--- src/rtl/univ_shift_reg.sv ---
// Purpose : WIDTH-bit register with load, shift, rotate, increment and decrement,
//           a registered carry/borrow flag and a zero flag.
// Latency : 1 cycle. An operation applied on an edge is visible in Q and carry
//           right after that edge.
// Backpr. : none. en=0 freezes all state. Back-to-back operations every cycle
//           are supported.
//
// Ports:
//   clk   - clock; all state changes on the rising edge
//   R     - synchronous active-high reset (Q <= RESET_VAL, carry <= 0)
//   en    - clock enable; 0 holds Q and carry
//   mode  - 000 HOLD, 001 LOAD, 010 SHL, 011 SHR, 100 ROL, 101 ROR, 110 INC, 111 DEC
//   D     - parallel load data
//   sin   - serial input for SHL/SHR
//   Q     - register contents
//   sout  - bit the next shift/rotate in the selected direction will push out
//   carry - registered carry/borrow/shifted-out bit
//   zero  - 1 when Q == 0
module univ_shift_reg #(
  parameter int          WIDTH     = 8,
  parameter logic [31:0] RESET_VAL = 32'd0
) (
  input  logic             clk,
  input  logic             R,
  input  logic             en,
  input  logic [2:0]       mode,
  input  logic [WIDTH-1:0] D,
  input  logic             sin,
  output logic [WIDTH-1:0] Q,
  output logic             sout,
  output logic             carry,
  output logic             zero
);

  localparam logic [WIDTH-1:0] RST_Q = RESET_VAL[WIDTH-1:0];
  localparam logic [WIDTH-1:0] ONE   = {{(WIDTH-1){1'b0}}, 1'b1};

  localparam logic [2:0] M_HOLD = 3'b000;
  localparam logic [2:0] M_LOAD = 3'b001;
  localparam logic [2:0] M_SHL  = 3'b010;
  localparam logic [2:0] M_SHR  = 3'b011;
  localparam logic [2:0] M_ROL  = 3'b100;
  localparam logic [2:0] M_ROR  = 3'b101;
  localparam logic [2:0] M_INC  = 3'b110;
  localparam logic [2:0] M_DEC  = 3'b111;

  logic [WIDTH-1:0] q_nxt;
  logic             c_nxt;

  // Next-state selection. en gates everything so a disabled cycle is a plain hold.
  always_comb begin
    q_nxt = Q;
    c_nxt = carry;
    if (en) begin
      case (mode)
        M_HOLD: begin
          q_nxt = Q;
          c_nxt = carry;
        end
        M_LOAD: begin
          q_nxt = D;
          c_nxt = 1'b0;
        end
        M_SHL: begin
          q_nxt = {Q[WIDTH-2:0], sin};
          c_nxt = Q[WIDTH-1];
        end
        M_SHR: begin
          q_nxt = {sin, Q[WIDTH-1:1]};
          c_nxt = Q[0];
        end
        M_ROL: begin
          q_nxt = {Q[WIDTH-2:0], Q[WIDTH-1]};
          c_nxt = Q[WIDTH-1];
        end
        M_ROR: begin
          q_nxt = {Q[0], Q[WIDTH-1:1]};
          c_nxt = Q[0];
        end
        // Carry out of an increment only happens when every bit is set.
        M_INC: begin
          q_nxt = Q + ONE;
          c_nxt = &Q;
        end
        // Borrow out of a decrement only happens from zero.
        M_DEC: begin
          q_nxt = Q - ONE;
          c_nxt = ~|Q;
        end
        default: begin
          q_nxt = Q;
          c_nxt = carry;
        end
      endcase
    end
  end

  // Reset has priority over enable and mode.
  always_ff @(posedge clk) begin
    if (R) begin
      Q     <= RST_Q;
      carry <= 1'b0;
    end else begin
      Q     <= q_nxt;
      carry <= c_nxt;
    end
  end

  // Left-moving modes expose the MSB, everything else the LSB.
  assign sout = ((mode == M_SHL) || (mode == M_ROL)) ? Q[WIDTH-1] : Q[0];
  assign zero = ~|Q;

endmodule

--- config.mk ---
export PLATFORM = sky130hd
export DESIGN_NAME = univ_shift_reg
export DESIGN_NICKNAME = d
export VERILOG_FILES = /design/src/rtl/univ_shift_reg.sv
export SDC_FILE = /design/constraint.sdc
export NUM_CORES = 1
export LEC_CHECK = 0
export ABC_CLOCK_PERIOD_IN_PS = 2100
export BUFFER_PORTS_ARGS = -buffer_cell sky130_fd_sc_hd__buf_2
export CORE_AREA = 2 2 52 54
export CTS_CLUSTER_DIAMETER = 50
export DETAILED_ROUTE_END_ITERATION = 8
export DIE_AREA = 0 0 54 56
export GPL_ROUTABILITY_DRIVEN = 0
export GPL_TIMING_DRIVEN = 0
export PLACE_DENSITY = 0.76
export SLEW_MARGIN = 20
export SYNTH_ARGS = -nofsm -noshare
export SYNTH_HDL_FRONTEND = slang
export SYNTH_SLANG_ARGS = --single-unit
--- constraint.sdc ---
create_clock -name clk -period 2.1 [get_ports clk]
set_input_delay 0.42 -clock clk [delete_from_list [all_inputs] [get_ports clk]]
set_output_delay 0.42 -clock clk [all_outputs]
set_load 0.01 [all_outputs]
After elaboration in Yosys (flattened, before gate mapping). Index checks and enable logic that the tools add are counted.

$add $sub $neg: 2. Bitwise gates (word level): 1. Reduce and logical (&&, ||, !) cells: 8. Eq/ne operators: 7. Muxes and demuxes: 3.

Operators with widths (count): $pmux 8 s7 (1); $eq 3x3->1 const B (4); $add 8x1->8 const B (1); $reduce_and 8->1 (1); $reduce_or 8->1 (1); $sub 8x1->8 const B (1); $eq 3x2->1 const B (2); $pmux 1 s5 (1); $reduce_or 2->1 (2); $eq 3x1->1 const B (1); $logic_not 3->1 (1); $reduce_and 2->1 (1); $logic_not 1->1 (1); $logic_or 1x1->1 (1); $mux 1 (1); $not 1->1 (1).

Flip-flop bits (word level): 9.

Longest topological paths before layout.
Depth in word-level cells: 3. Mapped depth: 10. Depth with buffers taken out: 9.

Least setup slack after synthesis. Ideal clock, no wire load.

Path type: input to register. Start: input port mode[0]. End: register Q[2]. Arrival: 2.172 ns. Cell stages on the path: 10. Data required time: 2.030 ns. Path slack: -0.142 ns. Cells stage by stage: buf_4 > buf_2 > nand2_1 > xnor2_1 > ha_1 > or3b_2 > a211o_1 > a31oi_1 > nand2_1 > a21oi_1.

Longest elaborated chain between the ends: 3. Elaborated cells between the ends (all ways): 11.

Ends and longest elaborated chain: start, declared (line 26) `input logic [2:0] mode,`; parallel branches: the longest is 3 deep, another holds $pmux 8 s7; end signal, assigned (line 104) `Q <= q_nxt;`; end, declared (line 29) `output logic [WIDTH-1:0] Q,`.

Several ways; the timed one is not identified. A chain may end at the register's enable or synchronous reset.

Final worst setup path.
Start: register Q[4]. End: register Q[5].

Longest elaborated chain between the ends: 2. Elaborated cells between the ends (all ways): 3.

Ends and longest elaborated chain: $sub 8x1->8 / $add 8x1->8 (equally long branches) (line 87, 82); $pmux 8 s7 (*) (line 55) `case (mode)`.

Mark *: on every way between the ends. The rest lies on a longest branch, timed or not.

==> results.sh <==
export IMPL_crit_fanout=9
export IMPL_cts_root_buf="clkbuf_4"
export IMPL_synthSimpleGateAreaFrac=0.291
export IMPL_min_path_cells=2
export IMPL_cp_slowest_stage_delay_ns=0.55
export IMPL_synthArstFlopShare=0
export IMPL_nets=187
export IMPL_antenna_found_initial=0
export IMPL_drt_iter0_drc=47
export IMPL_worstMarginPinSlew_ns=0.484
export IMPL_vias=1160
export IMPL_dr_pass1_iters=4
export IMPL_synth_adder_area_share=0.0308
export IMPL_ctsLongestPathBuffers=2
export IMPL_drive_above_1_share=0.329
export IMPL_synth_compound_area_frac=0.266
export IMPL_grt_pass1_vias=1071
export IMPL_start_util=0.434
export IMPL_path_cells="buf_4 > or4_4 > or3b_1 > a21o_2 > o311ai_0 > a211oi_2"
export IMPL_cts_tree="yes"
export IMPL_synth_edf_count=0
export IMPL_synth_top_area_share=0.171
export IMPL_cts_inserted_buffers=3
export IMPL_die_w_um=54
export IMPL_grt_max_degree=11
export IMPL_synth_top_family_by_area="simple AND/OR/NAND/NOR gates"
export IMPL_synth_area_leaders="dfxtp_1 (17%), buf_4 (6.4%), mux2i_1 (5.7%)"
export IMPL_crit_path_start_kind="flop"
export IMPL_synth_distinct_cells=52
export IMPL_outcome="completed"
export IMPL_final_core_util=0.526
export IMPL_cts_sinks=9
export IMPL_via_per_inst=5.80
export IMPL_holdCritPathClass="input pin to flop"
export IMPL_diodes=0
export IMPL_clkSlewWorstSetupHoldPaths_ns=0.07
export IMPL_track_usage=0.212
export IMPL_reg2reg_depth=6
export IMPL_clk_latency_ns=0.27
export IMPL_grt_setup_unrepaired="true"
export IMPL_path_class="flop to flop"
export IMPL_synthMuxAreaShare=0.0783
export IMPL_grt_first_pass_wirelength_um=4890
export IMPL_die_area_mm2=0.00302
export IMPL_cp_slowest_cell="or4_4"
export IMPL_maxSlewHeadroom=0.673
export IMPL_synth_flop_cell="dfxtp_1"
export IMPL_boundaryPins=26
export IMPL_hold_ws_ns=0.467
export IMPL_fin_crit_ns=2.03
export IMPL_seq_area_frac_synth=0.171
export IMPL_htreeDepth=1
export IMPL_cp_required_ns=2.24
export IMPL_overflow=0
export IMPL_postRouteAntennaNets=0
export IMPL_port_buffers=22
export IMPL_min_period_over_period=0.967
export IMPL_syn_num_nets=157
export IMPL_num_rows=18
export IMPL_p_total_mw=0.610
export IMPL_setup_slack_ns=0.0683
export IMPL_worstPathArrival_ns=2.17
export IMPL_hold_buffers=0
export IMPL_cellLeakagePower_nw=0.530
export IMPL_vdd_drop_max_mv=0.278
export IMPL_hpwl_um=2120
export IMPL_routed_wl_um=2910
export IMPL_yosys_top_cells_count="buf_4 (9), dfxtp_1 (9), nand2_1 (9), a21oi_1 (8), nor2_1 (8)"
export IMPL_yosys_area_top_type="dfxtp_1"
export IMPL_area_delta_synth_final_pct=21.2
export IMPL_wl_per_cell_um=14.6
export IMPL_synthCells=141
export IMPL_hold_viol=0
export IMPL_drv_cap=0
export IMPL_core_area_mm2=0.00243
export IMPL_setup_viol=0
export IMPL_dp_slack_ns=-0.241
export IMPL_ys_ff_latch=9
export IMPL_synth_area_mm2=0.00105
export IMPL_drc_errors=0
export IMPL_syn_area_per_cell_um2=7.48
export IMPL_synth_xor_area_frac=0.0415
export IMPL_powerDensity_mw_per_mm2=477
export IMPL_placed_area_mm2=0.00122
export IMPL_fmax_mhz=492
export IMPL_design_area_mm2=0.00128
export IMPL_ys_warn_count=0
export IMPL_die_h_um=56
export IMPL_finalMaxSlewViolations=0
export IMPL_finClkSkew_ns=0.00158
export IMPL_setup_worst_path_end_class="flop"
where the power goes:
group / total [mW] / internal (mW) / switching [mW]
sequential: 0.191 / 0.184 / 0.00718
clock: 0.147 / 0.0736 / 0.0736
combinational: 0.272 / 0.127 / 0.145
total: 0.610 / 0.384 / 0.226
cells by family after synthesis:
| family | after synthesis |
|---|---|
| muxes | 8 |
| AOI/OAI and AO/OA | 40 |
| DFF | 9 |
| adders and majority gates | 3 |
| buffers and inverters | 22 |
| xor gates and xnor gates | 5 |
| and+or+nand+nor | 54 |
metal layers:
layer  vias up  wire length [um]  GRT usage
li1        578                 -          -
met1       523              1230      0.274
met2        54              1420      0.347
met4         0                56     0.0929
met3         5               206     0.0161
met5         -                 0          0
metrics by stage:
stage,instances,TNS (ns)
floorplan,141,0
global placement,193,-0.369
detailed placement,193,-0.431
CTS,197,0
global route,200,-0.000107
finish,200,0
worst max-delay path: cells and delay by family, from the launching register on:
kind / cells / cell delay (ns)
buffers and inverters: 1 / 0.16
DFF: 1 / 0.31
AOI/OAI and AO/OA: 3 / 0.47
and+or+nand+nor: 2 / 0.96
cell usage in the layout (no fill, tap or decap), drive strengths merged, types with 2 or more instances in the layout:
| cell type | netlist | final |
|---|---|---|
| buf | 13 | 38 |
| dfxtp | 9 | 9 |
| nand2 | 9 | 9 |
| nor2 | 9 | 9 |
| clkbuf | 5 | 9 |
| a21oi | 8 | 8 |
| nor2b | 6 | 6 |
| mux2i | 6 | 6 |
| a31oi | 6 | 6 |
| nand2b | 5 | 5 |
| o21ai | 5 | 5 |
| xnor2 | 4 | 4 |
| inv | 4 | 4 |
| nand3 | 4 | 4 |
| or3 | 4 | 4 |
| or2 | 3 | 3 |
| o211ai | 3 | 3 |
| a211oi | 3 | 3 |
| mux2 | 2 | 2 |
| nand4 | 2 | 2 |
| maj3 | 2 | 2 |
| a32o | 2 | 2 |
| nor4 | 2 | 2 |
| o311ai | 2 | 2 |
| nand3b | 2 | 2 |
| nor3 | 2 | 2 |
| or4 | 2 | 2 |
| or3b | 2 | 2 |
| a21o | 2 | 2 |
final timing paths:
check | from | to | slack, ns
worst max register to register | Q[4] | Q[5] | 0.07
worst min register to register | carry | carry | 0.50
worst min-delay path | en | Q[6] | 0.47
worst max-delay path | Q[4] | Q[5] | 0.07
what timing repair did:
action | CTS | global route
endpoints found under the setup margin | 0 | 2
setup buffers | 0 | 3
resized for setup | 0 | 3
state kept, by name, indices dropped and copies added, names as in the netlist:
register and count:
Q 8, carry 1
layout make-up:
class | instances | area, um^2
fillers | 228 | 1150
flip-flops and latches | 9 | 180
inverters | 4 | 15.0
clock buffers | 4 | 26.3
multi-input cells | 110 | 757
repair buffers | 25 | 135
well taps | 30 | 37.5
plain buffers | 18 | 128
Power figures use the tool's default switching activity.
